<file path="config.mk">
export PLATFORM = sky130hd
export DESIGN_NAME = nibble_scroll_shifter
export DESIGN_NICKNAME = d
export VERILOG_FILES = /design/src/rtl/nibble_scroll_shifter.sv
export SDC_FILE = /design/constraint.sdc
export NUM_CORES = 1
export LEC_CHECK = 0
export ABC_AREA = 1
export BUFFER_PORTS_ARGS = -buffer_cell sky130_fd_sc_hd__buf_2
export CAP_MARGIN = 20
export CORE_MARGIN = 2
export CORE_UTILIZATION = 25
export CTS_CLUSTER_SIZE = 20
export DETAILED_ROUTE_END_ITERATION = 16
export GPL_ROUTABILITY_DRIVEN = 0
export PLACE_DENSITY = 0.51
export SYNTH_ARGS = -nofsm -noshare
export SYNTH_HDL_FRONTEND = slang
export SYNTH_SLANG_ARGS = --single-unit
</file>
<file path="constraint.sdc">
create_clock -name clk -period 2.2 [get_ports clk]
set_input_delay 0 -clock clk [delete_from_list [all_inputs] [get_ports clk]]
set_output_delay 0 -clock clk [all_outputs]
set_load 0.03 [all_outputs]
</file>
<file path="src/rtl/nibble_scroll_shifter.sv">
// Group shifter with fill modes and an autonomous scroll sequencer for the digit display path.
// Manual step/load land on the next edge; an automatic step lands every `period` clocks after start.
// No backpressure: load always wins, start/en are ignored while a scroll runs.
module nibble_scroll_shifter #(
  parameter int width  = 20,
  parameter int shbits = 4,
  parameter int cntw   = 8,
  parameter int period = 4
) (
  input  logic              clk,
  input  logic              rst,
  input  logic [width-1:0]  num,
  input  logic              load,
  input  logic              en,
  input  logic              dir,
  input  logic [1:0]        mode,
  input  logic [shbits-1:0] fill,
  input  logic              start,
  input  logic [cntw-1:0]   steps,
  output logic [width-1:0]  out,
  output logic              busy,
  output logic              done
);

  // Refuse to build with a width that does not split into whole groups or a zero period.
  if (width == 0 || shbits == 0 || (width % shbits) != 0) begin : g_bad_width
    $error("nibble_scroll_shifter: width must be a non-zero multiple of shbits");
  end
  if (period < 1) begin : g_bad_period
    $error("nibble_scroll_shifter: period must be at least 1");
  end

  localparam int TW = (period > 1) ? $clog2(period) : 1;
  localparam logic [TW-1:0] TICK_LAST = TW'(period - 1);

  typedef enum logic {IDLE = 1'b0, RUN = 1'b1} state_t;

  state_t            state, nxt_state;
  logic [width-1:0]  nxt_out;
  logic              nxt_done;
  logic [TW-1:0]     tick, nxt_tick;
  logic [cntw-1:0]   remain, nxt_remain;
  logic              l_dir, nxt_l_dir;
  logic [1:0]        l_mode, nxt_l_mode;
  logic [shbits-1:0] l_fill, nxt_l_fill;

  // One group step; built with shifts so width==shbits needs no special slicing.
  function automatic logic [width-1:0] step_fn(input logic [width-1:0]  v,
                                               input logic              d,
                                               input logic [1:0]        m,
                                               input logic [shbits-1:0] f);
    logic [shbits-1:0] g;
    logic [width-1:0]  gx;
    case (m)
      2'b00:   g = d ? v[shbits-1:0] : v[width-1 -: shbits];
      2'b01:   g = '0;
      2'b10:   g = f;
      default: g = d ? {shbits{v[width-1]}} : '0;
    endcase
    gx = width'(g);
    if (d) step_fn = (v >> shbits) | (gx << (width - shbits));
    else   step_fn = (v << shbits) | gx;
  endfunction

  // State and datapath registers, cleared asynchronously.
  always_ff @(posedge clk or posedge rst) begin
    if (rst) begin
      state  <= IDLE;
      out    <= '0;
      done   <= 1'b0;
      tick   <= '0;
      remain <= '0;
      l_dir  <= 1'b0;
      l_mode <= 2'b00;
      l_fill <= '0;
    end else begin
      state  <= nxt_state;
      out    <= nxt_out;
      done   <= nxt_done;
      tick   <= nxt_tick;
      remain <= nxt_remain;
      l_dir  <= nxt_l_dir;
      l_mode <= nxt_l_mode;
      l_fill <= nxt_l_fill;
    end
  end

  // Next-state: load first, then start/en in IDLE; timed steps with latched controls in RUN.
  always_comb begin
    nxt_state  = state;
    nxt_out    = out;
    nxt_done   = 1'b0;
    nxt_tick   = tick;
    nxt_remain = remain;
    nxt_l_dir  = l_dir;
    nxt_l_mode = l_mode;
    nxt_l_fill = l_fill;
    case (state)
      IDLE: begin
        if (load) begin
          nxt_out = num;
        end else if (start && steps == '0) begin
          nxt_done = 1'b1;
        end else if (start) begin
          nxt_l_dir  = dir;
          nxt_l_mode = mode;
          nxt_l_fill = fill;
          nxt_remain = steps;
          nxt_tick   = '0;
          nxt_state  = RUN;
        end else if (en) begin
          nxt_out = step_fn(out, dir, mode, fill);
        end
      end
      default: begin
        if (load) begin
          nxt_out    = num;
          nxt_tick   = '0;
          nxt_remain = '0;
          nxt_state  = IDLE;
        end else if (tick == TICK_LAST) begin
          nxt_out    = step_fn(out, l_dir, l_mode, l_fill);
          nxt_tick   = '0;
          nxt_remain = remain - 1'b1;
          if (remain == cntw'(1)) begin
            nxt_done  = 1'b1;
            nxt_state = IDLE;
          end
        end else begin
          nxt_tick = tick + 1'b1;
        end
      end
    endcase
  end

  // Busy simply reflects the RUN state so it drops with reset immediately.
  always_comb begin
    busy = (state == RUN);
  end

endmodule

</file>
== Word-level counts from Yosys, hierarchy flattened ==
Cells that the tools add are included.

* Muxes and demuxes: 48
* Bitwise gates (word level): 7
* Equal/unequal tests: 11
* Add/sub/neg operators: 2
* Reduce and logical (&&, ||, !) cells: 10

{| class="wikitable"
|+ Operator list
! cell !! count
|-
| 2-to-1 mux 20 bit || 9
|-
| 2-to-1 mux 4 bit || 12
|-
| 2-to-1 mux 8 bit || 6
|-
| OR 16 x 20 -> 20 bit || 2
|-
| OR 20 x 4 -> 20 bit || 2
|-
| case mux 4 bit (3 select lines) || 2
|-
| 2-to-1 mux 1 bit || 13
|-
| 2-to-1 mux 2 bit || 6
|-
| AND reduction 4 bit || 3
|-
| == test 8 x 1 -> 1 bit (second input constant) || 1
|-
| zero test 8 bit || 1
|-
| subtractor 8 x 1 -> 8 bit (second input constant) || 1
|-
| == test 2 bit (second input constant) || 3
|-
| inequality test 3 x 2 -> 1 bit (second input constant) || 2
|-
| == test 2 x 1 -> 1 bit (second input constant) || 2
|-
| zero test 2 bit || 2
|-
| inequality test 3 bit (second input constant) || 1
|-
| NOT 1 bit || 3
|-
| AND reduction 3 bit || 1
|-
| nonzero test 3 bit || 1
|-
| adder 2 x 1 -> 2 bit (second input constant) || 1
|-
| inequality test 2 x 1 -> 1 bit (second input constant) || 1
|-
| inequality test 2 bit (second input constant) || 1
|-
| nonzero test 2 bit || 1
|-
| logical AND 1 bit || 1
|}

* Register bits after elaboration: 39
* Input bits: 40

== Depth between registers and ports, before layout ==
Gate-level depths: netlist of run 1.

* Depth in word-level cells: 14
* Mapped depth: 10

== Least setup slack after synthesis of run 1 ==
OpenSTA, ideal clock, no wires.

* Path type: reg2reg
* Start: register state, in the netlist busy
* End: register l_dir
* Path buffers: 1
* Library setup time: 0.132 ns
* Slack: 0.724 ns
* Cell stages (with the launch flop): 8
* Arrival time: 1.344 ns
* Data required time: 2.068 ns
* Cells stage by stage: dfrtp_1 -> nor2_2 -> inv_2 -> nor2_1 -> nand2_1 -> buf_2 -> nand2_1 -> o21ai_1

* Word-level cells in the longest chain between the ends: 2

{| class="wikitable"
|+ Ends and longest elaborated chain
! item !! RTL line !! RTL
|-
| start: declaration || 38 || <nowiki>state_t state, nxt_state;</nowiki>
|-
| start signal: assignment || 77 || <nowiki>state <= nxt_state;</nowiki>
|-
| NOT 1 bit (no line) || - ||
|-
| AND reduction 4 bit (no line) || - ||
|-
| end signal: assignment || 82 || <nowiki>l_dir <= nxt_l_dir;</nowiki>
|-
| end: declaration || 43 || <nowiki>logic l_dir, nxt_l_dir;</nowiki>
|}

No other way between the ends.
A chain may end at the register's enable or synchronous reset.

== Final worst setup path of run 1 ==
Same ends and word-level chain as after synthesis.

==> summary.md, run 1 <==
| Metric | Value |
|---|---|
| Outcome | complete, no violations |
| Slowest CP cell | dfrtp_1 |
| DP Wirelength | 6.82 mm |
| Root buffer cell | clkbuf_16 |
| CTS clk-pin slew, worst paths | 60 ps |
| Post-synthesis xor/xnor area fraction | 0% |
| TritonCTS clock tree | done |
| Critical Path RT | 2340 ps |
| Initial antenna violation count | 0 |
| Critical path type | register to register |
| Final Cycle Share | between 80% and 90% |
| Syn nets | 488 |
| Hold WC Path Type | input pin to register |
| N_diodes | 0 |
| Largest net degree at the start of global routing | 28 |
| Terminus of the critical flop-to-flop path | l_dir |
| Synth-to-layout area growth | 21.7% |
| Hold Path Origin | mode[0] |
| Yosys cell types | 29 |
| Slew margin rel. | roughly 47% |
| Max incr delay on CP | roughly 500 ps |
| Remaining Overflow, GRT | 0 |
| GR Util All Layers | 15.8% |
| RSZ-0062 raised after global routing | no |
| Clock sink total | 39 |
| DR pass1 iterations | 5 |
| Worst-skew pair later-pin latency | approximately 280 ps |
| Worst Setup EP | l_dir |
| Layout cell share with drive strength beyond 1 | 16.3% |
| Worst flop-to-flop path startpoint | busy |
| CP startpoint kind | register |
| # IOs | 62 |
| Pwr Total | just over 3 mW |
| Commonest non-fill, non-tap cell in the layout | nand2_1 |
| Post-DR vias/cell | roughly 4.8 |
| CTS H-tree depth | 2 |
| Non-filler cells, final | 643 |
| Peak supply drop | 0.349 mV |
| CP Launch Point | busy |
| P per Cell Area | 881 nW/um^2 |
| Port Buffers | 61 |
| Worst R2R Setup Slack | approximately 420 ps |
| Fin Clk Skew | 5.36 ps |
| Core ar. | 10,900 um^2 |
| Area after DPL | 3250 um^2 |
| Async SR Flop Fraction | 100% |
| Yosys reg bits | 39 |
| Crit end category | register |
| Die X | 110 um |
| Commonest non-fill, non-tap cells in the layout | 139 x nand2_1, 61 x buf_2, 47 x a21oi_1 |
| Via count | around 3.1k |
| Synthesized instance count | 445 |
| Critical Path AT | 1910 ps |
| Final WL | ~9.2 mm |
| Dominant synthesized flop cell | dfrtp_1 |
| Die Span Y | 110 um |
| CP Cell Sequence | nor2_2 > inv_2 > nor2_1 > nand2_1 > nand2_1 > o21ai_1 |
| Post-route cell area | about 3400 um^2 |
| Path depth of the worst reg2reg path | 6 |
| Number of global-route vias before repair | roughly 2.9k |
| Yosys warns | 0 |
| Largest family of logic cells by synthesized area | simple AND/OR/NAND/NOR gates |
| Syn Std Cell Area | 2820 um^2 |
| Full die area | 12,100 um^2 |
| Compound-Gate Fraction of Synth Area | 18.9% |
| Post-synthesis mux area share | 0% |
| Drc violations | 0 |
| 1st-iter DRT viols | between 200 and 250 |
| Actual slew at the worst max-slew pin | 791 ps |
| Number of nets with antenna violations after routing | 0 |
| Clk buf depth | 2 |
| Syn Area/Cell | 6.33 um^2 |
| Initial Util | between 20 and 30% |
| Post-Synth Simple-Gate Area | 34.9% |
| Std cell rows | 38 |
| Sequential share of the synthesized area | a little over a third |
| Final nets | 545 |
| CP max FO | 14 |
| Setup violations, final | 0 |
| Max Slew Vio Count | 0 |
| Adder-Cell Fraction of Synth Area | 1.33% |
| Setup tns final | 0 ps |
| First-pass GRT wire length | 14.9 mm |
| Peak Freq | roughly 560 MHz |
| Post-layout util | 31.3% |
| Tmin final | 1780 ps |
| Post-CTS Resized | 0 |
| WL/cell | 14.2 um |
| Cell mode on critical path | nand2_1 |
| Post-synth EDFFs | 0 |
| Inst Count DP | between 600 and 700 |
| CTS buffer count | 5 |
| Fin. Hold Viols | 0 |
| Max cap viols | 0 |
| Pleak | between 1.5 and 2 nW |
==> state kept, by name, indices dropped and copies added, names as in the netlist <==
name and count:
out 20, remain 8, l_fill 4, l_mode 2, tick 2, busy 1, done 1, l_dir 1
==> power by group <==
part	switching [mW]	internal, mW	total [mW]
Sequential	0.196	0.891	1.09
Combinational	0.844	0.389	1.23
Clock	0.281	0.419	0.701
Total	1.32	1.70	3.02
==> critical path, delay by kind of cell (launching register included) <==
family | cells | cell delay (ps)
AO/OA/AOI/OAI | 1 | 70
buffers and inverters | 1 | 170
flip-flops | 1 | 510
AND/OR/NAND/NOR | 4 | 890
==> per-stage QoR <==
| step | setup WS (ps) | hold WS [ps] |
|---|---|---|
| 2_1_floorplan | 724 | 145 |
| 3_3_place_gp | 509 | 202 |
| 3_5_place_dp | 417 | 214 |
| 4_1_cts | 403 | 8.84 |
| 5_1_grt | 271 | 8.89 |
| 6_report | 425 | 11.3 |
==> synth_stat cells, drive strengths merged (3+ instances only) <==
cell type | number | area (um^2)
a31oi | 6 | 37.5
o211ai | 5 | 37.5
a21oi | 48 | 244
dfrtp | 39 | 976
clkbuf | 8 | 30.0
nand3 | 39 | 195
inv | 50 | 190
o21ai | 36 | 180
ha | 3 | 37.5
nor2 | 41 | 156
nand2 | 142 | 556
nand4 | 9 | 56.3
buf | 12 | 66.3
==> how the worst min path moves through the flow <==
stage,to,slack (ps),depth (start not counted)
floorplan,l_mode[1],140,2
CTS,l_mode[0],9,3
detailed placement,out[10],210,2
global route,l_fill[1],9,3
global placement,out[15],200,2
finish,l_mode[0],10,3
==> logic make-up after synthesis <==
family | count (synthesis)
AND/OR/NAND/NOR | 234
AO/OA/AOI/OAI | 99
buffers and inverters | 70
flip-flops | 39
adder cells (fa/ha/maj) | 3
==> cell type report <==
class                   instances  area (um^2)
fillers                      1248         7510
multi-input cells             336         1550
flip-flops and latches         39          976
repair buffers                 70          395
inverters                      50          190
well taps                     140          175
clock buffers                   7          133
clock inverters                 1         5.00
==> per-layer routing <==
metal / part of all wire (%) / GRT usage (%)
met1: 48 / 22.5
met2: 44 / 24.4
met3: 6.1 / 2.59
met4: 1.8 / 5.18
met5: 0 / 0
==> repair_timing <==
action | 4_1_cts | 5_1_grt
setup buffers | 0 | 0
endpoints found under the setup margin | 0 | 0
hold buffers | 4 | 0
hold endpoints to repair | 20 | 0
No activity file was read; power rests on OpenSTA's default activity.
==> run 2, diff against run 1 <==
--- a/config.mk
+++ b/config.mk
@@ -5,7 +5,7 @@
 export SDC_FILE = /design/constraint.sdc
 export NUM_CORES = 1
 export LEC_CHECK = 0
-export ABC_AREA = 1
+export ABC_AREA = 0
 export BUFFER_PORTS_ARGS = -buffer_cell sky130_fd_sc_hd__buf_2
 export CAP_MARGIN = 20
 export CORE_MARGIN = 2
@@ -13,7 +13,7 @@
 export CTS_CLUSTER_SIZE = 20
 export DETAILED_ROUTE_END_ITERATION = 16
 export GPL_ROUTABILITY_DRIVEN = 0
-export PLACE_DENSITY = 0.51
+export PLACE_DENSITY = 0.53
 export SYNTH_ARGS = -nofsm -noshare
 export SYNTH_HDL_FRONTEND = slang
 export SYNTH_SLANG_ARGS = --single-unit
==> constraint.sdc (replaced) <==
create_clock -name clk -period 1.6 [get_ports clk]
set_input_delay 0 -clock clk [delete_from_list [all_inputs] [get_ports clk]]
set_output_delay 0 -clock clk [all_outputs]
set_load 0.03 [all_outputs]
==> summary.md, run 2 <==
| Metric | Value |
|---|---|
| Outcome | complete, no violations |
| Path depth of the worst reg2reg path | 5 |
| Clk pwr share | 21.4% |
| Critical path type | register to register |
| Sequential share of the synthesized area | 37.7% |
| Initial Util | 25.4% |
| Yosys cell types | 50 |
| Crit end category | register |
| Actual slew at the worst max-slew pin | 608 ps |
| # IOs | 62 |
| Compound-Gate Fraction of Synth Area | approximately 22% |
| Max Slew Vio Count | 0 |
| Adder-Cell Fraction of Synth Area | 1.45% |
| Terminus of the critical flop-to-flop path | out[11] |
| Psw | 1.47 mW |
| Biggest regs | out (20), remain (8), l_fill (4) |
| Hold_ws | approximately 14 ps |
| Fin Clk Skew | 11.8 ps |
| Initial antenna violation count | 0 |
| Syn nets | 319 |
| Remaining Overflow, GRT | 0 |
| TritonCTS clock tree | done |
| Peak Freq | 642 MHz |
| Max cap viols | 0 |
| Critical Path RT | 1780 ps |
| Post-synthesis mux area share | 18.2% |
| Post-synth EDFFs | 0 |
| Port Buffers | 61 |
| Synthesized instance count | 276 |
| Max reg flops | 20 |
| CTS clk-pin slew, worst paths | 80 ps |
| Slew margin rel. | 59.4% |
| CTS buffer count | 5 |
| Critical Path AT | 1740 ps |
| Yosys warns | 0 |
| N_diodes | 0 |
| Largest net degree at the start of global routing | 26 |
| CP max FO | 6 |
| Syn Std Cell Area | 2590 um^2 |
| 1st-iter DRT viols | 154 |
| Clk buf depth | 2 |
| Syn Area/Cell | 9.37 um^2 |
| Largest area contributor in the netlist | dfrtp_1 |
| Yosys reg bits | 39 |
| Std cell rows | 37 |
| Flop pwr share | a little under two fifths |
| CP startpoint kind | register |
| Most frequent cell after synthesis | dfrtp_1 |
| Commonest non-fill, non-tap cells in the layout | 61 x buf_2, 37 x dfrtp_1, 37 x buf_4 |
| Post-layout util | a little over a third |
| Synth-to-layout area growth | 39.8% |
| GR Util All Layers | between 10 and 15% |
| Full die area | between 10,000 and 15,000 um^2 |
| Fill count | approximately 1.1k |
| Pre-CTS setup slack | -50.4 ps |
| First-pass GRT wire length | 13.0 mm |
| Synth cell count leaders | 39 x dfrtp_1, 26 x nand2_1, 24 x o21ai_0 |
| Worst R2R Setup Slack | 40 ps |
| Hold Path Origin | num[3] |
| Setup violations, final | 0 |
| Clock sink total | 39 |
| WL/cell | 15.6 um |
| Core ar. | a little over 10,000 um^2 |
| Synth top area cells | dfrtp_1 38%, mux2_2 9.6%, mux2i_1 8.1% |
| RSZ-0062 raised after global routing | yes |
| DR pass1 iterations | 4 |
| Setup ws final | approximately 43 ps |
| Fin. Hold Viols | 0 |
| Commonest non-fill, non-tap cell in the layout | buf_2 |
| Synth top area share | roughly 38% |
| Worst-skew pair later-pin latency | approximately 290 ps |
| Die X | 106 um |
| Final nets | 415 |
| Peak supply drop | between 0.4 and 0.5 mV |
| Largest family of logic cells by synthesized area | compound AO/OA/AOI/OAI gates |
| Post-Synth Simple-Gate Area | 14.7% |
| Number of global-route vias before repair | 2,569 |
| Post-DR vias/cell | 4.99 |
| Layout cell share with drive strength beyond 1 | 43.7% |
| Hold Path End | out[3] |
| Comb pwr share | 41.8% |
| Hold WC Path Type | input pin to register |
| Final WL | 7.96 mm |
| Async SR Flop Fraction | 100% |
| Worst flop-to-flop path startpoint | busy |
| DP Wirelength | 6.14 mm |
| Biggest register | out |
| Root buffer cell | clkbuf_8 |
| Final Cycle Share | 97.3% |
| CTS H-tree depth | 2 |
| Die Span Y | 106 um |
| Drc violations | 0 |
| Post-synthesis xor/xnor area fraction | 0% |
| Pleak | approximately 1.6 nW |
| Dominant synthesized flop cell | dfrtp_1 |
| Cell Int Power | 2.43 mW |
| Sw Share | 37.7% |
| Via count | 2,540 |
| Number of nets with antenna violations after routing | 0 |
| P per Cell Area | roughly 1100 nW/um^2 |
| Tmin final | 1560 ps |
| Hold path cells | 3 |
run 2: per-layer routing:
| metal | track usage (%) | wire [um] | up-vias |
|---|---|---|---|
| met5 | 0 | 0 | - |
| met3 | 2.16 | 273 | 6 |
| met2 | 24.6 | 3870 | 65 |
| li1 | - | - | 1226 |
| met1 | 19.5 | 3740 | 1243 |
| met4 | 3.10 | 83 | 0 |
run 2: worst max-delay path, stage by stage, from the launching register on:
cell     delay (ps)
dfrtp_2         480
mux2i_4         300
buf_12          150
mux2i_1         190
o21ai_1          80
mux2_4          250
run 2: final cells by class:
type | instances | area [um^2] | area share (%)
tap | 136 | 170 | 4.71
inverter | 10 | 37.5 | 1.04
sequential | 39 | 978 | 27.1
clock buffer | 5 | 68.8 | 1.90
timing repair buffer | 111 | 748 | 20.7
multi-input combinational | 205 | 1570 | 43.4
clock inverter | 3 | 43.8 | 1.21
run 2: worst max-delay path by stage:
stage	to	from	cells past startpoint
2_1_floorplan	remain[3]	busy	5
3_3_place_gp	out[17]	busy	6
3_5_place_dp	l_fill[1]	busy	4
4_1_cts	out[17]	busy	6
5_1_grt	out[13]	busy	5
6_report	out[11]	busy	5
run 2: what timing repair did:
action / CTS / global route
gates resized for setup: 6 / 25
cloned: 0 / 0
pin swaps: 1 / 6
setup buffers: 0 / 2
setup endpoints to repair: 8 / 18
endpoints found under the hold margin: 17 / 0
hold buffers: 6 / 0
run 2: kinds of logic (layout without fill, tap and decap cells):
| logic type | count (synthesis) | in the layout |
|---|---|---|
| adders and majority gates | 3 | 3 |
| and+or+nand+nor | 73 | 73 |
| DFF | 39 | 39 |
| AOI/OAI and AO/OA | 85 | 85 |
| muxes | 44 | 44 |
| buffers and inverters | 32 | 129 |
run 2: through the flow:
stage               setup TNS [ps]  std cells  instance area (um^2)  power [mW]
finish                           0        509                  3610        3.91
global route                 -99.6        509                  3610        4.16
CTS                              0        507                  3520        3.84
detailed placement            -265        493                  3320        2.96
global placement             -14.1        493                  3320        2.95
floorplan                    -1470        276                  2610        2.36
run 2: power by group through the flow:
stage | sequential [mW] | clock [mW] | combinational [mW]
6_report | 1.44 | 0.838 | 1.63
5_1_grt | 1.47 | 0.909 | 1.78
4_1_cts | 1.42 | 0.864 | 1.55
3_5_place_dp | 1.44 | 0 | 1.52
3_3_place_gp | 1.44 | 0 | 1.51
2_1_floorplan | 1.57 | 0 | 0.790
